[config.mk]
export PLATFORM = sky130hd
export DESIGN_NAME = audio_dc_filter
export DESIGN_NICKNAME = d
export VERILOG_FILES = /design/src/rtl/audio_dc_filter.sv
export SDC_FILE = /design/constraint.sdc
export NUM_CORES = 1
export LEC_CHECK = 0
export CORE_MARGIN = 1.5
export CORE_UTILIZATION = 35
export CTS_BUF_LIST = sky130_fd_sc_hd__clkbuf_4 sky130_fd_sc_hd__clkbuf_8 sky130_fd_sc_hd__clkbuf_16
export DETAILED_ROUTE_END_ITERATION = 16
export GPL_TIMING_DRIVEN = 0
export SLEW_MARGIN = 20
export SYNTH_ARGS = -nofsm -noshare
export SYNTH_HDL_FRONTEND = slang
export SYNTH_SLANG_ARGS = --single-unit
[constraint.sdc]
create_clock -name clock -period 5.3 [get_ports clock]
set_input_delay 1.59 -clock clock [delete_from_list [all_inputs] [get_ports clock]]
set_output_delay 1.59 -clock clock [all_outputs]
set_load 0.02 [all_outputs]
[src/rtl/audio_dc_filter.sv]
// DC-blocking first-order high-pass for the mixer output: y = x - x_prev + (1 - 2^-K_SHIFT) * y_prev.
// Define AUDIO_SOFT_MUTE_EN to add a 256-step soft-mute gain ramp driven by io_mute.
module audio_dc_filter #(
  parameter int DATA_W  = 16,
  parameter int K_SHIFT = 8,
  parameter int ACC_W   = DATA_W + K_SHIFT + 3
) (
  input  logic              clock,
  input  logic              reset_n,
  input  logic              io_clear,
  input  logic              io_mute,
  input  logic              io_in_valid,
  output logic              io_in_ready,
  input  logic [DATA_W-1:0] io_in_data,
  output logic              io_out_valid,
  input  logic              io_out_ready,
  output logic [DATA_W-1:0] io_out_data
);

  localparam logic [1:0] ST_IDLE = 2'd0;
  localparam logic [1:0] ST_CALC = 2'd1;
  localparam logic [1:0] ST_OUT  = 2'd2;

  localparam logic signed [DATA_W-1:0] SAT_MAX = {1'b0, {(DATA_W-1){1'b1}}};
  localparam logic signed [DATA_W-1:0] SAT_MIN = {1'b1, {(DATA_W-1){1'b0}}};

  logic [1:0]               state_q, state_d;
  logic signed [ACC_W-1:0]  acc_q, acc_d;
  logic signed [DATA_W-1:0] x_q, x_d;
  logic signed [DATA_W-1:0] x_prev_q, x_prev_d;
  logic signed [DATA_W-1:0] out_q, out_d;

  logic signed [DATA_W:0]    diff;
  logic signed [ACC_W-1:0]   diff_ext;
  logic signed [ACC_W-1:0]   acc_calc;
  logic signed [ACC_W-1:0]   y_wide;
  logic [ACC_W-DATA_W:0]     y_top;
  logic signed [DATA_W-1:0]  y_sat;
  logic signed [DATA_W-1:0]  out_calc;

  assign diff     = {x_q[DATA_W-1], x_q} - {x_prev_q[DATA_W-1], x_prev_q};
  assign diff_ext = {{(ACC_W-DATA_W-1){diff[DATA_W]}}, diff};
  assign acc_calc = acc_q + (diff_ext <<< K_SHIFT) - (acc_q >>> K_SHIFT);
  assign y_wide   = acc_calc >>> K_SHIFT;
  assign y_top    = y_wide[ACC_W-1:DATA_W-1];

  // The result fits in DATA_W bits only when every bit above the sign bit copies it.
  always_comb begin
    y_sat = y_wide[DATA_W-1:0];
    if (!(&y_top || ~|y_top)) begin
      y_sat = y_wide[ACC_W-1] ? SAT_MIN : SAT_MAX;
    end
  end

`ifdef AUDIO_SOFT_MUTE_EN
  logic [8:0]               gain_q, gain_d;
  logic signed [DATA_W+9:0] gain_y_ext;
  logic signed [DATA_W+9:0] gain_g_ext;
  logic signed [DATA_W+9:0] gain_prod;
  logic signed [DATA_W+9:0] gain_scaled;
  logic [10:0]              gain_top;

  always_comb begin
    gain_d = gain_q;
    if (state_q == ST_CALC && !io_clear) begin
      if (io_mute) begin
        gain_d = (gain_q == 9'd0) ? 9'd0 : gain_q - 9'd1;
      end else begin
        gain_d = (gain_q == 9'd256) ? 9'd256 : gain_q + 9'd1;
      end
    end
  end

  assign gain_y_ext  = {{10{y_sat[DATA_W-1]}}, y_sat};
  assign gain_g_ext  = {{(DATA_W+1){1'b0}}, gain_d};
  assign gain_prod   = gain_y_ext * gain_g_ext;
  assign gain_scaled = gain_prod >>> 8;
  assign gain_top    = gain_scaled[DATA_W+9:DATA_W-1];

  always_comb begin
    out_calc = gain_scaled[DATA_W-1:0];
    if (!(&gain_top || ~|gain_top)) begin
      out_calc = gain_scaled[DATA_W+9] ? SAT_MIN : SAT_MAX;
    end
  end

  // Gain survives io_clear so a mute in progress is not undone by a history flush.
  always_ff @(posedge clock or negedge reset_n) begin
    if (!reset_n) begin
      gain_q <= 9'd256;
    end else begin
      gain_q <= gain_d;
    end
  end
`else
  logic mute_unused;
  assign mute_unused = io_mute;
  assign out_calc    = y_sat;
`endif

  always_comb begin
    state_d  = state_q;
    acc_d    = acc_q;
    x_d      = x_q;
    x_prev_d = x_prev_q;
    out_d    = out_q;
    case (state_q)
      ST_IDLE: begin
        if (io_in_valid) begin
          x_d     = io_in_data;
          state_d = ST_CALC;
        end
      end
      ST_CALC: begin
        acc_d    = acc_calc;
        x_prev_d = x_q;
        out_d    = out_calc;
        state_d  = ST_OUT;
      end
      ST_OUT: begin
        if (io_out_ready) begin
          state_d = ST_IDLE;
        end
      end
      default: state_d = ST_IDLE;
    endcase
    if (io_clear) begin
      state_d  = ST_IDLE;
      acc_d    = '0;
      x_prev_d = '0;
      out_d    = '0;
    end
  end

  always_ff @(posedge clock or negedge reset_n) begin
    if (!reset_n) begin
      state_q  <= ST_IDLE;
      acc_q    <= '0;
      x_q      <= '0;
      x_prev_q <= '0;
      out_q    <= '0;
    end else begin
      state_q  <= state_d;
      acc_q    <= acc_d;
      x_q      <= x_d;
      x_prev_q <= x_prev_d;
      out_q    <= out_d;
    end
  end

  assign io_in_ready  = (state_q == ST_IDLE);
  assign io_out_valid = (state_q == ST_OUT);
  assign io_out_data  = out_q;

endmodule

==> flow_metrics.py <==
metrics = {
    "clocking": {
        "numClockSinks": 77,
        "clock-root-buffer": "sky130_fd_sc_hd__clkbuf_16",
        "cts_tree": "built",
        "cts.clk_slew.worst_paths_ps": 70,
        "clock_tree.buffer_depth": 2,
        "h-tree-depth": 3,
        "numCtsBuffers": 9,
        "worst_skew_pair.late_latency_ps": 350,
    },
    "job": {
        "count_of_max_cap_constraint_violations": 0,
    },
    "sta": {
        "max_slew.worst_pin.slew_ps": 680,
        "period_needed_ps": 5030,
        "count_of_final_setup_violators": 0,
        "slew_viol_final": 0,
        "relSlewSlack_pct": 54.5,
        "worst_hold_slack_ps": 481,
        "timing_hold_violations_final": 0,
        "finClkSkew_ps": 7.14,
        "max_freq_mhz": 199,
        "min_period_over_period_pct": 95.0,
        "setup_total_negative_slack_ps": 0,
    },
    "placed_design": {
        "io_port_bufs": 38,
        "gp_routability_congestion": 0.863,
        "detailed_place_hpwl_um": 9640,
    },
    "logic_synthesis": {
        "synth_seq_cells": 77,
        "syn-mean-instance-area_um2": 9.42,
        "syn-num-nets": 676,
        "synth_async_sr_flop_share_pct": 100,
        "yosys_warnings": 0,
        "post_synth_instance_area_mm2": 0.00551,
        "synth.top_cells.by_count": "87 x sky130_fd_sc_hd__nand2_1, 81 x sky130_fd_sc_hd__inv_1, 77 x sky130_fd_sc_hd__dfrtp_1",
        "yosys_most_used_dff": "sky130_fd_sc_hd__dfrtp_1",
        "synth.yosys.seq_area_share_pct": 35.0,
        "synth-edff-count": 0,
        "post_synth_num_cell_types": 54,
        "yosys.area.top_type": "sky130_fd_sc_hd__dfrtp_1",
        "synth.top_cells.by_area": "sky130_fd_sc_hd__dfrtp_1 35%, sky130_fd_sc_hd__ha_1 11%, sky130_fd_sc_hd__fa_1 7.3%, sky130_fd_sc_hd__nand2_1 5.9%, sky130_fd_sc_hd__inv_1 5.5%",
        "yosys.cell_count.top_type": "sky130_fd_sc_hd__nand2_1",
        "netlist_instances": 585,
        "yosysTopAreaCellShare_pct": 35.0,
    },
    "final_layout": {
        "final_nets": 738,
        "num-fill-cells": 1518,
        "fraction_of_final_layout_cells_sized_beyond_drive_strength_1_pct": 14.4,
        "flow.area_growth_from_synthesis_pct": 24.1,
        "diodes": 0,
    },
    "worst_setup_path": {
        "path_cells": "inv_1 > ha_1 > fa_1 > nor2b_1 > o21ai_0 > a21oi_2 > o21ai_1 > o21bai_1 > a21oi_1 > xor2_1 > fa_1 > inv_1 > ha_1 > a21o_1 > a21o_1 > a21oi_2 > o21ai_1 > a211o_1 > a21o_1 > a211oi_4 > buf_4 > buf_6 > o221ai_1",
        "worst_path_dominant_cell_family": "compound AO/OA/AOI/OAI gates",
        "critical_path_peak_fanout": 5,
        "slowest_stage": "sky130_fd_sc_hd__fa_1",
        "setup.worst_path.end_class": "register",
        "path_common_cell": "sky130_fd_sc_hd__a21o_1",
        "worstSetupStartpointType": "register",
        "worst-path-buf-inv": 4,
        "critical_path_arrival_ps": 5260,
        "cp_data_required_time_ps": 5520,
        "timing.setup.critical_path_class": "reg2reg",
        "ff2ff_setup_slack_ps": 270,
        "timing.critical_path.slowest_cell_delay_ps": 480,
    },
    "floorplan": {
        "core_area_mm2": 0.0153,
        "width_of_the_die_um": 129,
        "floorplan.initialDensity_pct": 36.0,
        "die-height_um": 129,
        "ioPinCount": 40,
        "row_count": 45,
        "die_area_mm2": 0.0165,
    },
    "route": {
        "initialDrtViolationCount": 197,
        "drtAntennaViolNets": 0,
        "drt_drc_violations_left": 0,
        "wl_per_cell_um": 15.0,
        "avgViaCountPerCell": 4.97,
        "drt_pass1_iterations": 5,
        "postRouteWirelength_um": 13000,
        "routed-via-count": 4290,
    },
    "global_route": {
        "grt_max_degree": 57,
        "grt_pass1_wl_um": 21600,
        "vias_in_the_first_global_route": 4303,
        "track_usage_pct": 17.0,
        "number_of_antenna_violations_at_the_first_check_in_global_routing": 0,
        "globalRouteOverflowTotal": 0,
    },
    "worst_hold_path": {
        "timing.hold.worst.class": "reg2reg",
    },
    "run_status": {
        "result_of_the_run": "completed",
    },
}
-- layer usage --
layer / up-vias / track usage [%] / part of all wire, %
li1: 2130 / - / -
met1: 2072 / 23.1 / 48
met2: 84 / 27.5 / 47
met3: 4 / 3.24 / 4.4
met4: 0 / 5.62 / 0.63
met5: - / 0 / 0
-- area by class of cell --
cell class                 count  area (um2)  share of cell area, %
tap                          211         264                   3.86
clock inverter                 7        73.8                   1.08
timing repair buffer          51         514                   7.52
buffer                        17        86.3                   1.26
clock buffer                   9         225                   3.29
sequential                    77        1930                   28.2
multi-input combinational    410        3450                   50.4
inverter                      81         304                   4.44
-- flip-flops by register name (all words and copies together) (netlist names) --
name / cells
acc_q: 27
state_q: 2
x_prev_q: 16
io_out_data: 16
x_q: 16
-- worst paths after layout --
| path | startpoint | to | cells after the start |
|---|---|---|---|
| max | x_q[0]$_DFFE_PN0P_ | io_out_data[10]$_DFFE_PN0P_ | 23 |
| min reg2reg | acc_q[0]$_DFFE_PN0P_ | acc_q[0]$_DFFE_PN0P_ | 2 |
| max in group asynchronous | reset_n | state_q[0]$_DFFE_PN0P_ | 2 |
| min in group asynchronous | reset_n | io_out_data[2]$_DFFE_PN0P_ | 1 |
| max reg2reg | x_q[0]$_DFFE_PN0P_ | io_out_data[10]$_DFFE_PN0P_ | 23 |
| min | acc_q[0]$_DFFE_PN0P_ | acc_q[0]$_DFFE_PN0P_ | 2 |
-- cells in the final DEF, fill, tap and decap left out, types with 6 or more instances in the layout --
cell type and n:
sky130_fd_sc_hd__xor2_1 13, sky130_fd_sc_hd__inv_1 80, sky130_fd_sc_hd__a22o_1 19, sky130_fd_sc_hd__nor3_1 7, sky130_fd_sc_hd__clkbuf_1 14, sky130_fd_sc_hd__a21o_1 18, sky130_fd_sc_hd__mux2_2 14, sky130_fd_sc_hd__fa_1 20
sky130_fd_sc_hd__clkbuf_16 9, sky130_fd_sc_hd__nand2_1 86, sky130_fd_sc_hd__ha_1 46, sky130_fd_sc_hd__buf_6 8, sky130_fd_sc_hd__nor2_1 16, sky130_fd_sc_hd__nand3_1 9, sky130_fd_sc_hd__o21ai_0 16, sky130_fd_sc_hd__nor2b_1 7
sky130_fd_sc_hd__dfrtp_1 77, sky130_fd_sc_hd__buf_4 8, sky130_fd_sc_hd__o221ai_2 8, sky130_fd_sc_hd__a21oi_1 20, sky130_fd_sc_hd__xnor2_1 19, sky130_fd_sc_hd__clkdlybuf4s50_1 37, sky130_fd_sc_hd__o221ai_1 7, sky130_fd_sc_hd__nand2b_1 6
-- what timing repair did --
action,CTS,global route
hold buffers,0,0
setup endpoints to repair,17,17
cloned,0,2
buffers inserted,7,3
resized for setup,17,40
pin swaps,7,21
-- per-stage QoR --
stage / cells / area, um2 / utilization, % / worst slack, ps
2_1_floorplan: 585 / 5510 / - / 329
6_report: 863 / 6840 / 44.7 / 265
4_1_cts: 858 / 6640 / 43.3 / -8.13
5_1_grt: 863 / 6840 / 44.7 / -20.7
3_5_place_dp: 835 / 6180 / 40.4 / -568
3_3_place_gp: 834 / 6160 / 40.2 / -399
-- worst reg2reg max path, delay by kind of cell (launching register included) --
family / cells / cell delay, ps
compound gates: 13 / 2300
fa+ha+maj: 4 / 1410
buf+inv: 4 / 450
flops: 1 / 320
xor+xnor: 1 / 310
simple gates: 1 / 130
-- kinds of logic (layout without fill, tap and decap cells) --
logic type,count (synthesis),in the layout,share of synthesized area (%)
simple gates,154,154,12.8
compound gates,135,135,18.0
buf+inv,98,165,6.97
flops,77,77,35.0
fa+ha+maj,69,69,18.4
xor+xnor,37,37,5.88
mux,15,15,3.04
Power is not shown: default switching activity piles up to over one toggle a cycle in this logic, so the estimate is an artifact.
